File: src/rtl/id_ex_stage.sv
// ID/EX pipeline register: RF read addressing, operand bypass,
// load-use bubble insertion and a saturating bubble counter.
module id_ex_stage #(
    parameter int DSIZE  = 16,
    parameter int RSIZE  = 4,
    parameter int OPSIZE = 4
) (
    input  logic              Clock,
    input  logic              Reset,
    input  logic              id_valid,
    input  logic [OPSIZE-1:0] id_opcode,
    input  logic [RSIZE-1:0]  id_rs1,
    input  logic [RSIZE-1:0]  id_rs2,
    input  logic [RSIZE-1:0]  id_rd,
    input  logic [DSIZE-1:0]  id_imm,
    input  logic              id_use_imm,
    input  logic              id_wen,
    input  logic              id_mem_read,
    input  logic              id_mem_write,
    output logic [RSIZE-1:0]  RAddr1,
    output logic [RSIZE-1:0]  RAddr2,
    input  logic [DSIZE-1:0]  RData1,
    input  logic [DSIZE-1:0]  RData2,
    input  logic [DSIZE-1:0]  ex_alu_result,
    input  logic              mem_wen,
    input  logic [RSIZE-1:0]  mem_rd,
    input  logic [DSIZE-1:0]  mem_data,
    input  logic              wb_wen,
    input  logic [RSIZE-1:0]  wb_rd,
    input  logic [DSIZE-1:0]  wb_data,
    input  logic              hold,
    input  logic              flush,
    output logic              stall,
    output logic              ex_valid,
    output logic              ex_wen,
    output logic              ex_mem_read,
    output logic              ex_mem_write,
    output logic [OPSIZE-1:0] ex_opcode,
    output logic [RSIZE-1:0]  ex_rd,
    output logic [DSIZE-1:0]  ex_opA,
    output logic [DSIZE-1:0]  ex_opB,
    output logic [DSIZE-1:0]  ex_store_data,
    output logic [15:0]       stall_count
);

    logic [DSIZE-1:0] fwd1;
    logic [DSIZE-1:0] fwd2;
    logic             uses_rs2;
    logic             lu;

    assign RAddr1 = id_rs1;
    assign RAddr2 = id_rs2;

    // Youngest producer wins; WB beats the RF because the RF write lands at the edge.
    always_comb begin
        fwd1 = RData1;
        if (id_rs1 == '0)
            fwd1 = '0;
        else if (ex_valid && ex_wen && ex_rd == id_rs1)
            fwd1 = ex_alu_result;
        else if (mem_wen && mem_rd == id_rs1)
            fwd1 = mem_data;
        else if (wb_wen && wb_rd == id_rs1)
            fwd1 = wb_data;
    end

    always_comb begin
        fwd2 = RData2;
        if (id_rs2 == '0)
            fwd2 = '0;
        else if (ex_valid && ex_wen && ex_rd == id_rs2)
            fwd2 = ex_alu_result;
        else if (mem_wen && mem_rd == id_rs2)
            fwd2 = mem_data;
        else if (wb_wen && wb_rd == id_rs2)
            fwd2 = wb_data;
    end

    assign uses_rs2 = !id_use_imm || id_mem_write;

    assign lu = id_valid && ex_valid && ex_mem_read && (ex_rd != '0) &&
                ((ex_rd == id_rs1) || (uses_rs2 && ex_rd == id_rs2));

    assign stall = Reset && (hold || (lu && !flush));

    always_ff @(posedge Clock) begin
        if (!Reset) begin
            ex_valid      <= 1'b0;
            ex_wen        <= 1'b0;
            ex_mem_read   <= 1'b0;
            ex_mem_write  <= 1'b0;
            ex_opcode     <= '0;
            ex_rd         <= '0;
            ex_opA        <= '0;
            ex_opB        <= '0;
            ex_store_data <= '0;
            stall_count   <= '0;
        end else if (hold) begin
            ex_valid <= ex_valid;
        end else if (flush || lu) begin
            ex_valid     <= 1'b0;
            ex_wen       <= 1'b0;
            ex_mem_read  <= 1'b0;
            ex_mem_write <= 1'b0;
            if (!flush && stall_count != 16'hFFFF)
                stall_count <= stall_count + 16'd1;
        end else begin
            ex_valid      <= id_valid;
            ex_wen        <= id_valid & id_wen & (id_rd != '0);
            ex_mem_read   <= id_valid & id_mem_read;
            ex_mem_write  <= id_valid & id_mem_write;
            ex_opcode     <= id_opcode;
            ex_rd         <= id_rd;
            ex_opA        <= fwd1;
            ex_opB        <= id_use_imm ? id_imm : fwd2;
            ex_store_data <= fwd2;
        end
    end

endmodule

File: config.mk
export PLATFORM = sky130hd
export DESIGN_NAME = id_ex_stage
export DESIGN_NICKNAME = d
export VERILOG_FILES = /design/src/rtl/id_ex_stage.sv
export SDC_FILE = /design/constraint.sdc
export NUM_CORES = 1
export LEC_CHECK = 0
export CAP_MARGIN = 10
export CORE_UTILIZATION = 44
export DETAILED_ROUTE_END_ITERATION = 7
export PLACE_DENSITY = 0.86
export SLEW_MARGIN = 40
export SYNTH_ARGS = -nofsm -noshare
export SYNTH_HDL_FRONTEND = slang
export SYNTH_SLANG_ARGS = --single-unit
export TNS_END_PERCENT = 30
File: constraint.sdc
create_clock -name Clock -period 4.45 [get_ports Clock]
set_clock_uncertainty 0.2 [all_clocks]
set_input_delay 0.445 -clock Clock [delete_from_list [all_inputs] [get_ports Clock]]
set_output_delay 0.445 -clock Clock [all_outputs]
set_load 0.05 [all_outputs]
==> results of run 1 <==
-- worst max-delay path: stages --
cell             delay [ps]
clkdlybuf4s50_1         810
nor2b_1                 320
nor3_1                  460
a22o_1                  470
nor2b_1                 190
o21a_1                  120
buf_4                   190
-- synth_stat cells, drive strengths merged (3+ instances only) --
cell type	count
mux2i	6
nand2b	5
a221oi	17
o21ai	65
dfxtp	76
nand3	12
a221o	16
xnor2	17
nor2b	7
nor3b	15
xor2	15
nand4	6
buf	22
a22oi	15
nor2	24
inv	17
and2	10
a21boi	11
clkbuf	22
o2bb2ai	15
nand2	35
a21oi	37
nand3b	15
nor3	6
and3	3
nor4	5
or2	3
o211ai	18
-- flip-flops by register name, indices dropped and copies added, names as in the netlist --
register	count
ex_store_data	16
stall_count	16
ex_opcode	4
ex_rd	4
ex_wen	1
ex_valid	1
ex_opA	16
ex_opB	16
ex_mem_write	1
ex_mem_read	1
-- through the flow --
step	util [%]	total power, mW
2_1_floorplan	-	1.01
3_3_place_gp	67.4	1.25
3_5_place_dp	67.6	1.26
4_1_cts	69.6	1.80
5_1_grt	69.7	1.86
6_report	69.7	1.80
-- metal layers --
metal | track usage (%) | routed length (µm)
met1 | 36.0 | 6510
met2 | 54.9 | 8110
met3 | 7.32 | 1360
met4 | 12.7 | 440
met5 | 0 | 0
-- logic make-up (layout without fill, tap and decap cells) --
group                      count (synthesis)  after routing  share of synthesized area [%]
xor gates and xnor gates                  32             32                           6.32
buffers and inverters                     61            256                           6.43
AOI/OAI and AO/OA                        206            206                           31.2
and+or+nand+nor                          152            152                           20.1
muxes                                      6              6                           1.35
DFF                                       76             76                           34.3
adders and majority gates                  1              1                          0.282
-- area by class of cell --
| cell class | instances | share of cell area, % |
|---|---|---|
| Inverter | 17 | 0.936 |
| Multi-Input combinational cell | 397 | 39.0 |
| Clock inverter | 6 | 0.936 |
| Sequential cell | 76 | 22.3 |
| Timing Repair Buffer | 223 | 32.4 |
| Tap cell | 133 | 2.44 |
| Clock buffer | 10 | 2.02 |
-- where the power goes --
part | switching (mW) | internal, mW | leakage [nW]
clock network | 0.278 | 0.274 | 0.0983
logic | 0.293 | 0.227 | 1.70
registers | 0.0211 | 0.710 | 0.620
total | 0.592 | 1.21 | 2.42
-- path summary, 6_finish.rpt --
check,start,slack [ps],end,depth (start not counted)
max reg2reg,ex_rd[3]$_SDFFE_PN0P_,1640,ex_opA[6]$_SDFFE_PN0P_,6
min reg2reg,ex_opcode[0]$_SDFFE_PN0P_,280,ex_opcode[0]$_SDFFE_PN0P_,2
max,id_use_imm,800,stall,7
min,ex_opcode[0]$_SDFFE_PN0P_,280,ex_opcode[0]$_SDFFE_PN0P_,2
==> impl_metrics.py, run 1 <==
metrics = {
    "floorplan": {
        "start_util_pct": 45.4,
        "core-area_um2": 9770,
        "dieArea_um2": 10500,
        "die_x_um": 102,
        "rows": 36,
        "die_y_um": 102,
        "ios": 216,
    },
    "final_layout": {
        "fin_nets": 856,
        "area_growth_pct": 53.7,
        "stdcell_count": 862,
        "layout.cells.most_common": "clkdlybuf4s50_1",
        "stdcell_area_um2": 6820,
        "mostFrequentLayoutCells": "clkdlybuf4s50_1, dfxtp_1, o21ai_0",
        "diodes": 0,
        "fillers": 788,
        "multi_input_area_um2": 2660,
        "seq_area_um2": 1520,
        "drive_gt1_share_pct": 5.35,
    },
    "pwr": {
        "p_per_area_nw_per_um2": 265,
        "ir_drop_mv": 0.188,
        "p_leak_nw": 2.42,
    },
    "worst_setup_path": {
        "cp_max_fo": 18,
        "end_kind": "output port",
        "crit_type": "input port to output port",
        "critPathLaunchType": "input port",
        "required_ps": 3810,
        "crit_arrival_ps": 3010,
    },
    "placement": {
        "place.gp.congestion": 0.905,
        "portBuffers": 215,
        "placed_cells": 845,
        "dpl_worst_slack_ps": 822,
        "place_area_um2": 6600,
        "dp_hpwl_mm": 12.0,
    },
    "detailed_routing": {
        "routedWlPerCell_um": 19.1,
        "viasPerCell": 5.90,
        "first_iter_violations": 319,
        "wl_mm": 16.4,
        "postRouteAntennaNets": 0,
        "via_count": 5089,
        "drc": 0,
        "first_pass_iters": 5,
    },
    "synth": {
        "synth_top_cell_by_area": "dfxtp_1",
        "synth_ff_type": "dfxtp_1",
        "synth.top_cell.area_share_pct": 34.3,
        "ys_seq_area_share_pct": 34.3,
        "yosys_register_bits": 76,
        "postSynthCellCount": 534,
        "postSynth.asyncResetShare_pct": 0,
        "synth.area.top_cells": "dfxtp_1, o21ai_0, a21oi_1",
        "ys_warn_count": 0,
        "syn_avg_cell_area_um2": 8.30,
        "synth_enable_flop_cells": 0,
        "yosysUniqueCellTypes": 53,
        "synth.cell_area_um2": 4430,
        "syn-num-nets": 666,
    },
    "timing": {
        "finalCriticalPeriod_ps": 3650,
        "fin_crit_sh_pct": 82.1,
        "fin_ws_ps": 798,
        "whs_ps": 278,
        "worst_pin_slew_ps": 802,
        "rsz0062_at_grt": "no",
        "setup-tns-final_ps": 0,
        "max_freq_mhz": 274,
        "relSlewSlack_pct": 45.8,
        "hold_violations": 0,
        "setup_viol_count_final": 0,
        "report.final.slew_viol_count": 0,
    },
    "cts": {
        "cts_made_buffers": 9,
        "post_cts_buffers": 0,
        "cts_max_level": 3,
        "clk_pin_slew_ps": 80,
        "insertion_delay_ps": 350,
        "cts_root_buf": "clkbuf_8",
        "ctsResizeCount": 0,
        "clock_sinks": 76,
        "cts_tree": "built",
        "clk_path_buf_depth": 2,
        "cts_hold_buf": 0,
    },
    "global_route": {
        "grt.total_usage_pct": 31.1,
        "grt_remaining_overflow": 0,
        "first_global_vias": 5003,
        "grt_antenna_before_repair": 0,
        "grt_pass1_wl_mm": 25.1,
        "grt_max_degree": 55,
    },
    "outcome": {
        "outcome": "finished clean",
    },
    "run": {
        "cap_violations": 0,
    },
    "min_path": {
        "hp-class": "flop to flop",
    },
}
Power figures use the tool's default switching activity.
==> run 2: changes to the inputs <==
--- a/config.mk
+++ b/config.mk
@@ -6,9 +6,9 @@
 export NUM_CORES = 1
 export LEC_CHECK = 0
 export CAP_MARGIN = 10
-export CORE_UTILIZATION = 44
+export CORE_UTILIZATION = 37
 export DETAILED_ROUTE_END_ITERATION = 7
-export PLACE_DENSITY = 0.86
+export PLACE_DENSITY = 0.77
 export SLEW_MARGIN = 40
 export SYNTH_ARGS = -nofsm -noshare
 export SYNTH_HDL_FRONTEND = slang
==> constraint.sdc (replaced) <==
create_clock -name Clock -period 2.95 [get_ports Clock]
set_clock_uncertainty 0.2 [all_clocks]
set_input_delay 0.295 -clock Clock [delete_from_list [all_inputs] [get_ports Clock]]
set_output_delay 0.295 -clock Clock [all_outputs]
set_load 0.05 [all_outputs]
==> run 2 against run 1 <==
Effect of this change: the run now ends with design-rule violations left; core utilization shrank 7.7 points; sequential share of layout area shrank 1.1 points; worst setup slack lost 530 ps; global-route usage shrank 3.6 points; clock power grew 120%; non-clock buffer count grew 22; register-to-register slack lost 1300 ps; critical path depth shrank 1; power grew 75%; largest power group is now clock; highest routed layer unchanged.
==> impl_metrics.py, run 2 (synthesis results as in run 1) <==
metrics = {
    "outcome": {
        "outcome": "finished with violations",
        "failed_checks": "design-rule violations",
    },
    "pwr": {
        "pwr-share-seq_pct": 35.0,
        "swShare_pct": 30.0,
        "p_leak_nw": 2.60,
        "pwr-share-comb_pct": 25.7,
        "p_sw_mw": 0.948,
        "power_mw": 3.16,
        "clock_power_share_pct": 39.3,
        "p_int_mw": 2.21,
        "p_per_area_nw_per_um2": 441,
        "ir_drop_mv": 0.311,
    },
    "placement": {
        "place_area_um2": 6840,
        "portBuffers": 215,
        "dpl_worst_slack_ps": -32.3,
        "place.gp.congestion": 0.886,
        "placed_cells": 878,
        "dp_hpwl_mm": 13.0,
    },
    "cts": {
        "clk_path_buf_depth": 2,
        "clock_sinks": 76,
        "ctsResizeCount": 0,
        "post_cts_buffers": 0,
        "clk_pin_slew_ps": 70,
        "cts_tree": "built",
        "cts_made_buffers": 9,
        "cts_hold_buf": 0,
        "cts_max_level": 3,
        "insertion_delay_ps": 330,
        "cts_root_buf": "clkbuf_16",
    },
    "global_route": {
        "grt_antenna_before_repair": 1,
        "grt_pass1_wl_mm": 27.0,
        "grt.total_usage_pct": 27.4,
        "grt_max_degree": 45,
        "first_global_vias": 5335,
        "grt_remaining_overflow": 0,
    },
    "min_path": {
        "hp-class": "input port to flop",
    },
    "timing": {
        "report.final.slew_viol_count": 0,
        "relSlewSlack_pct": 47.7,
        "fin_crit_sh_pct": 91.0,
        "max_freq_mhz": 372,
        "fin_ws_ps": 264,
        "worst_pin_slew_ps": 784,
        "hold_violations": 0,
        "setup_viol_count_final": 0,
        "finalCriticalPeriod_ps": 2690,
        "rsz0062_at_grt": "no",
    },
    "worst_setup_path": {
        "crit_type": "input port to flop",
        "end_kind": "flop",
        "required_ps": 3020,
        "max_stage_delay_ps": 710,
        "crit_arrival_ps": 2760,
        "critPathSlowestCell": "and4_1",
        "path_cells": "clkdlybuf4s50_1 > xor2_1 > nor4_4 > and3_2 > and4_1 > a221o_1",
        "critPathLaunchType": "input port",
        "cp_max_fo": 16,
    },
    "detailed_routing": {
        "via_count": 5226,
        "postRouteAntennaNets": 0,
        "drc": 12,
        "first_pass_iters": 8,
        "routedWlPerCell_um": 19.2,
        "wl_mm": 17.2,
        "first_iter_violations": 506,
        "viasPerCell": 5.84,
    },
    "floorplan": {
        "die_y_um": 111,
        "die_x_um": 111,
        "start_util_pct": 38.3,
        "core-area_um2": 11600,
        "dieArea_um2": 12400,
        "rows": 39,
        "ios": 216,
    },
    "final_layout": {
        "stdcell_count": 895,
        "drive_gt1_share_pct": 7.99,
        "fin_nets": 878,
        "stdcell_area_um2": 7170,
        "mostFrequentLayoutCells": "clkdlybuf4s50_1, dfxtp_1, o21ai_0",
        "area_growth_pct": 61.8,
        "layout.cells.most_common": "clkdlybuf4s50_1",
    },
    "run": {
        "cap_violations": 0,
    },
}
## run 2: changes by cell type in the layout (fill, tap and decap cells not counted)
| cell | before | now |
|---|---|---|
| buf_12 | 0 | 4 |
| clkinv_2 | 2 | 0 |
| nand2_2 | 1 | 0 |
| diode_2 | 0 | 1 |
| bufinv_16 | 1 | 2 |
| buf_6 | 1 | 0 |
| buf_4 | 8 | 27 |
| clkbuf_8 | 10 | 1 |
| nand2_1 | 34 | 35 |
| inv_8 | 0 | 1 |
| clkbuf_16 | 0 | 9 |
| inv_6 | 0 | 1 |
| clkinv_4 | 1 | 0 |
## run 2: area by class of cell
cell class / instances / area (µm²)
fillers: 992 / 4390
multi-input cells: 397 / 2650
repair buffers: 245 / 2420
flip-flops and latches: 76 / 1520
clock buffers: 10 / 239
well taps: 143 / 179
clock inverters: 6 / 95.1
inverters: 17 / 63.8
diodes: 1 / 2.50
## run 2: metal layers
metal	wire, µm	up-vias	share of wire [%]	GRT usage (%)
met5	0	-	0	0
met2	8600	296	50	48.7
met4	580	0	3.4	13.5
met3	1360	42	7.9	4.95
li1	-	2415	-	-
met1	6640	2473	39	31.8
## run 2: worst max-delay path, delay by kind of cell
| family | cells | cell delay [ps] |
|---|---|---|
| and+or+nand+nor | 3 | 1420 |
| buffers and inverters | 1 | 610 |
| AOI/OAI and AO/OA | 1 | 280 |
| xor gates and xnor gates | 1 | 150 |
## run 2: power groups by stage
stage / clock network (mW) / registers, mW / logic (mW)
floorplan: 0 / 1.28 / 0.250
global placement: 0 / 1.13 / 0.795
detailed placement: 0 / 1.13 / 0.805
CTS: 1.25 / 1.10 / 0.810
global route: 1.30 / 1.11 / 0.855
finish: 1.24 / 1.11 / 0.813
## run 2: final timing paths
check,from,endpoint,slack [ps],depth (start not counted)
hold reg to reg,ex_opcode[3]$_SDFFE_PN0P_,ex_opcode[3]$_SDFFE_PN0P_,270,2
hold / removal,Reset,ex_valid$_SDFFE_PN0N_,120,2
setup / recovery,id_rs2[2],ex_store_data[10]$_SDFFE_PN0P_,260,6
setup reg to reg,ex_rd[3]$_SDFFE_PN0P_,ex_store_data[10]$_SDFFE_PN0P_,360,5
## run 2: per-stage QoR
step	setup TNS [ps]	hold slack [ps]	util (%)
finish	0	121	62.0
CTS	0	120	62.0
global route	0	126	62.0
global placement	-10.6	251	59.1
floorplan	0	226	-
detailed placement	-201	263	59.1
==> run 3: changes to the inputs <==
--- a/config.mk
+++ b/config.mk
@@ -7,6 +7,7 @@
 export LEC_CHECK = 0
 export CAP_MARGIN = 10
 export CORE_UTILIZATION = 37
+export CTS_CLUSTER_DIAMETER = 80
 export DETAILED_ROUTE_END_ITERATION = 7
 export PLACE_DENSITY = 0.77
 export SLEW_MARGIN = 40
==> results of run 3 <==
Same layout as run 2: the final DEF is identical, and so are final timing and power.
